--- config.mk ---
export PLATFORM = sky130hd
export DESIGN_NAME = mem_port_arbiter
export DESIGN_NICKNAME = d
export VERILOG_FILES = /design/src/rtl/mem_port_arbiter.sv
export SDC_FILE = /design/constraint.sdc
export NUM_CORES = 1
export LEC_CHECK = 0
export BUFFER_PORTS_ARGS = -buffer_cell sky130_fd_sc_hd__buf_2
export CELL_PAD_IN_SITES_DETAIL_PLACEMENT = 0
export CELL_PAD_IN_SITES_GLOBAL_PLACEMENT = 2
export CORE_AREA = 4 4 282 284
export CTS_CLUSTER_SIZE = 25
export DETAILED_ROUTE_END_ITERATION = 12
export DIE_AREA = 0 0 286 288
export GPL_TIMING_DRIVEN = 0
export PLACE_DENSITY_LB_ADDON = 0.05
export SETUP_SLACK_MARGIN = 0.02
export SLEW_MARGIN = 30
export SYNTH_ARGS = -nofsm -noshare
export SYNTH_HDL_FRONTEND = slang
export SYNTH_SLANG_ARGS = --single-unit
--- constraint.sdc ---
create_clock -name clk -period 2.7 [get_ports clk]
set_input_delay 0.27 -clock clk [delete_from_list [all_inputs] [get_ports clk]]
set_output_delay 0.27 -clock clk [all_outputs]
set_load 0.05 [all_outputs]
--- src/rtl/mem_port_arbiter.sv ---
// Round-robin arbiter sharing one off-chip memory port between the I-cache
// refill path and the D-cache refill/write-back path; all outputs registered.
module mem_port_arbiter #(
  parameter int ADDR_W = 28,
  parameter int DATA_W = 128
) (
  input  logic              clk,
  input  logic              rst_n,
  input  logic              i_read,
  input  logic [ADDR_W-1:0] i_addr,
  output logic [DATA_W-1:0] i_rdata,
  output logic              i_ready,
  input  logic              d_read,
  input  logic              d_write,
  input  logic [ADDR_W-1:0] d_addr,
  input  logic [DATA_W-1:0] d_wdata,
  output logic [DATA_W-1:0] d_rdata,
  output logic              d_ready,
  output logic              mem_read,
  output logic              mem_write,
  output logic [ADDR_W-1:0] mem_addr,
  output logic [DATA_W-1:0] mem_wdata,
  input  logic [DATA_W-1:0] mem_rdata,
  input  logic              mem_ready,
  output logic [1:0]        owner
);

  typedef enum logic [1:0] {
    IDLE    = 2'd0,
    SERVE_I = 2'd1,
    SERVE_D = 2'd2,
    RESP    = 2'd3
  } state_t;

  localparam logic [1:0] OWN_NONE = 2'd0;
  localparam logic [1:0] OWN_I    = 2'd1;
  localparam logic [1:0] OWN_D    = 2'd2;

  localparam logic GRANT_I = 1'b0;
  localparam logic GRANT_D = 1'b1;

  state_t              state_q, state_d;
  logic                last_grant_q, last_grant_d;
  logic [ADDR_W-1:0]   addr_q, addr_d;
  logic [DATA_W-1:0]   wdata_q, wdata_d;
  logic                op_write_q, op_write_d;
  logic [DATA_W-1:0]   resp_q, resp_d;
  logic                mem_read_q, mem_read_d;
  logic                mem_write_q, mem_write_d;
  logic                i_ready_q, i_ready_d;
  logic                d_ready_q, d_ready_d;
  logic [1:0]          owner_q, owner_d;

  logic d_req;
  logic grant_d_side;
  logic grant_i_side;

  // D wins on contention unless it was the last side served.
  always_comb begin
    d_req        = d_read | d_write;
    grant_d_side = d_req && (!i_read || (last_grant_q == GRANT_I));
    grant_i_side = i_read && !grant_d_side;
  end

  always_comb begin
    state_d      = state_q;
    last_grant_d = last_grant_q;
    addr_d       = addr_q;
    wdata_d      = wdata_q;
    op_write_d   = op_write_q;
    resp_d       = resp_q;
    mem_read_d   = 1'b0;
    mem_write_d  = 1'b0;
    i_ready_d    = 1'b0;
    d_ready_d    = 1'b0;
    owner_d      = owner_q;

    unique case (state_q)
      IDLE: begin
        owner_d = OWN_NONE;
        if (grant_d_side) begin
          state_d      = SERVE_D;
          last_grant_d = GRANT_D;
          addr_d       = d_addr;
          op_write_d   = d_write;
          if (d_write) begin
            wdata_d = d_wdata;
          end
          mem_read_d  = !d_write;
          mem_write_d = d_write;
          owner_d     = OWN_D;
        end else if (grant_i_side) begin
          state_d      = SERVE_I;
          last_grant_d = GRANT_I;
          addr_d       = i_addr;
          op_write_d   = 1'b0;
          mem_read_d   = 1'b1;
          owner_d      = OWN_I;
        end
      end

      SERVE_I, SERVE_D: begin
        if (mem_ready) begin
          state_d   = RESP;
          resp_d    = mem_rdata;
          i_ready_d = (state_q == SERVE_I);
          d_ready_d = (state_q == SERVE_D);
        end else begin
          mem_read_d  = !op_write_q;
          mem_write_d = op_write_q;
        end
      end

      RESP: begin
        state_d = IDLE;
        owner_d = OWN_NONE;
      end

      default: begin
        state_d = IDLE;
        owner_d = OWN_NONE;
      end
    endcase
  end

  // Reset abandons any transaction in flight, including its strobe.
  always_ff @(posedge clk) begin
    if (!rst_n) begin
      state_q      <= IDLE;
      last_grant_q <= GRANT_I;
      addr_q       <= '0;
      wdata_q      <= '0;
      op_write_q   <= 1'b0;
      resp_q       <= '0;
      mem_read_q   <= 1'b0;
      mem_write_q  <= 1'b0;
      i_ready_q    <= 1'b0;
      d_ready_q    <= 1'b0;
      owner_q      <= OWN_NONE;
    end else begin
      state_q      <= state_d;
      last_grant_q <= last_grant_d;
      addr_q       <= addr_d;
      wdata_q      <= wdata_d;
      op_write_q   <= op_write_d;
      resp_q       <= resp_d;
      mem_read_q   <= mem_read_d;
      mem_write_q  <= mem_write_d;
      i_ready_q    <= i_ready_d;
      d_ready_q    <= d_ready_d;
      owner_q      <= owner_d;
    end
  end

  always_comb begin
    i_rdata   = resp_q;
    d_rdata   = resp_q;
    i_ready   = i_ready_q;
    d_ready   = d_ready_q;
    mem_read  = mem_read_q;
    mem_write = mem_write_q;
    mem_addr  = addr_q;
    mem_wdata = wdata_q;
    owner     = owner_q;
  end

endmodule

== Yosys cells after proc, flatten, opt, wreduce, memory -nomap -nowiden ==
Index checks and enable logic that the tools add are counted.
Widths: inputs -> output; s select.
Operators by class
  reductions and logical operators: 16
  mux-type cells: 19
  eq/ne operators: 5
  bitwise operators: 2
Operators with widths (number)
  $mux 28: 2
  $mux 1: 9
  $mux 2: 4
  $pmux 2 s3: 1
  $reduce_and 2->1: 3
  $reduce_and 3->1: 2
  $eq 2x2->1 const B: 2
  $logic_not 1->1: 4
  $pmux 1 s2: 2
  $pmux 2 s2: 1
  $reduce_bool 2->1: 2
  $ne 3x3->1 const B: 1
  $eq 2x1->1 const B: 1
  $logic_and 1x1->1: 2
  $logic_not 2->1: 1
  $ne 2x2->1 const B: 1
  $reduce_or 2->1: 1
  $logic_or 1x1->1: 1
  $not 1->1: 1
  $or 1x1->1: 1
Word-level totals
  word-level logic and storage cells: 53
  bits in registers: 294
  output and inout port bits: 418

== Depth between registers and ports, before layout ==
  depth after elaboration: 8
  gate-level depth with buffers: 9

== Least setup slack after synthesis ==
No wires, ideal clock.
  path type: reg2reg
  start: register state_q[0]
  end: register d_ready_q (netlist: d_ready)
  slack: 1004 ps
  setup time: 115 ps
  cell stages (with the launch flop): 9
  period minus slack after synthesis: 1696 ps
  data arrival time: 1581 ps
  path buffers: 4
  cell sequence: dfxtp_1 inv_1 ha_1 buf_2 and2_1 buf_2 buf_4 buf_2 and3_1
On the way
  longest elaborated chain between the ends: 3
Ends and longest elaborated chain
  start, declared: line 42  | state_t state_q, state_d;
  start signal, assigned: line 141  | state_q <= state_d;
  $eq 2x1->1 or $eq 2x2->1 (tied branches): line 78, 107
  $reduce_or 2->1: line 78  | unique case (state_q)
  $reduce_and 3->1 (no source line)
  end signal, assigned: line 150  | d_ready_q <= d_ready_d;
  end, declared: line 51  | logic d_ready_q, d_ready_d;
Parallel ways exist; a longest one is shown, timed or not.
A chain may end at the register's enable or synchronous reset.

== Worst setup path after layout ==
  start: register state_q[0]
  end: register addr_q[25] (netlist: mem_addr[25])
On the way
  longest elaborated chain between the ends: 2
Ends and longest elaborated chain
  $logic_not 2->1: line 78
  $reduce_and 2->1 (no source line)
  end signal, assigned: line 143  | addr_q <= addr_d;
  end, declared: line 44  | logic [ADDR_W-1:0] addr_q, addr_d;
No other way between the ends.

==> run metrics <==
status=completed; Layout Skew=15.9 ps; die area=82400 µm²; H-tree depth=2; leakage power=0.0103 µW; die height=288 µm; Clock Sinks=294; area delta synth->final=77.1%; fin nets=2866; Worst-path clk slew=60 ps; maximum VDD drop=482 µV; reg2reg setup slack=380 ps; largest net degree at the start of global routing=11; worst min path class=primary input to register; HP Start=mem_ready; post-route ant nets=0; leading cell types in the layout, fill and taps excluded=buf_2 (766), nand2_1 (548), dlygate4sd3_1 (312); crit path buf inv count=5; Final Max Tran Viols=0; Worst setup SP type=register; WP data arrival=2830 ps; period utilization=0.859; worst-case clock buffer depth=3; Synth Register Bits=294; routability cong.=0.767; routed len/inst=18.3 µm; grt ovf=0; Setup CP Type=register to register; MaxCap Viol Count=0; CTS Root Buffer Type=clkbuf_16; initial DRC count=370; clock period minus worst slack=2320 ps; Fmax=431 MHz; worst path required time=3210 ps; Worst-Margin Slew=784 ps; critical path startpoint=state_q[0]; pwr/cell area=1030 nW/µm²; CTS Buf Count=42; Syn. warnings=0; CTS Hold Buffers Added=312; PortBufs=733; CP most frequent cell=a21oi_1; async set-or-reset flop fraction in the synthesized netlist=0; proportion of layout cells with a drive suffix above 1=0.383; delay-heaviest family, CP=buffers and inverters; initial antenna violation count=16; # rows=102; CTS tree=done; Setup violations, final=0; most area-consuming cells after synthesis=dfxtp_1 (48%), nand2_1 (17%), a21boi_1 (16%), buf_4 (9.0%), a21oi_1 (2.4%); Ports=736; core area=77100 µm²; Resize count post-CTS=0; number of flops mapped to enable cells by yosys=0; Total Routing Usage GR=0.153; setup bufs post-CTS=0; Syn Inst Count=1454; vias per cell=3.74; Clk Latency, worst-skew pair=560 ps; synth unique cells=32; DRT Wirelength=66.2 mm; DP HPWL=52.9 mm; Initial Util=0.158; syn nets=1777; TNS Setup=0 ps; Initial DRT Pass Iterations=4; Synth top area share=0.484; endpoints failing hold=0; via count=13500; Synth Cell Area=12200 µm²; crit-path cells=inv_1 > ha_1 > buf_2 > o31ai_2 > buf_4 > buf_6 > a21oi_1 > a21oi_1 > dlygate4sd3_1; post-synthesis sequential area ratio=0.484; vias in the first global route=14000; Worst slew margin=0.477; first-pass GRT wire length=93.7 mm; most area-hungry cell type in the Yosys netlist=dfxtp_1; Post-Place Worst Slack=408 ps; DIE WIDTH=286 µm; critical path peak fanout=10; RSZ-0062 raised after global routing=false; Setup WS post-layout=380 ps; slowest stage delay, CP=560 ps; worst flop-to-flop path startpoint=state_q[0]; syn avg cell area=8.36 µm²; Crit. End Element=register; Top FF cell, synth=dfxtp_1; DRC=0; commonest non-fill, non-tap cell in the layout=buf_2; Worst path slowest cell=dlygate4sd3_1
==> final timing paths <==
kind                                 endpoint  cells past startpoint
worst max-delay path             mem_addr[25]                      9
worst min-delay path                mem_write                      4
worst max register to register   mem_addr[25]                      9
worst min register to register  mem_wdata[52]                      2
==> cell type report <==
type / count / area [µm²]
Antenna cell: 12 / 30.0
Clock buffer: 61 / 1240
Buffer: 233 / 1570
Inverter: 3 / 11.3
Sequential cell: 294 / 5890
Tap cell: 1040 / 1300
Timing Repair Buffer: 1045 / 6790
Multi-Input combinational cell: 924 / 4690
Fill cell: 8667 / 55600
Clock inverter: 2 / 13.8
==> report_power, final <==
group / total (µW) / internal (µW) / switching, µW
clock network: 5200 / 3120 / 2070
logic: 11000 / 3160 / 7880
registers: 6020 / 5290 / 739
==> worst reg2reg max path, cell delays in order (launching register included) <==
cell and delay (ps):
dfxtp_1 430, inv_1 90, ha_1 250, buf_2 200, o31ai_2 100, buf_4 260
buf_6 170, a21oi_1 50, a21oi_1 140, dlygate4sd3_1 560
==> stage by stage <==
step	power, µW	instances	cell area, µm²	hold WS [ps]	util
after floorplan	13600	1454	12200	404	-
after global placement	16800	3227	17100	438	0.222
after detailed placement	16800	3227	17100	444	0.222
after CTS	22800	3602	21500	68.8	0.279
after global routing	23600	3610	21500	135	0.279
final	22300	3614	21500	104	0.279
==> cell usage after synthesis, drive strengths merged (2+ instances only) <==
| library cell | n |
|---|---|
| nand2 | 548 |
| buf | 193 |
| and3 | 3 |
| a21oi | 58 |
| a21boi | 258 |
| inv | 3 |
| ha | 5 |
| dfxtp | 294 |
| o21ai | 30 |
| nand2b | 2 |
| clkbuf | 40 |
| nor2b | 5 |
| nor4b | 2 |
==> registers in the layout (all words and copies together) (netlist names) <==
register	count
d_rdata	128
i_ready	1
d_ready	1
mem_write	1
state_q	2
owner	2
last_grant_q	1
op_write_q	1
mem_wdata	128
mem_read	1
mem_addr	28
==> cells by family (layout without fill, tap and decap cells) <==
| logic type | count (synthesis) | count (layout) | share of synthesized area |
|---|---|---|---|
| buffers and inverters | 236 | 1344 | 0.130 |
| and+or+nand+nor | 564 | 564 | 0.178 |
| other | 0 | 12 | 0 |
| adders and majority gates | 5 | 5 | 0.00515 |
| AOI/OAI and AO/OA | 355 | 355 | 0.203 |
| DFF | 294 | 294 | 0.484 |
==> layer usage <==
metal / GRT usage / up-vias / routed length (µm)
met3: 0.0549 / 75 / 5720
met1: 0.167 / 6213 / 25200
met5: 0 / - / 56
met4: 0.0332 / 10 / 1130
met2: 0.282 / 433 / 34100
li1: - / 6773 / -
(Power assumes the default switching activity.)
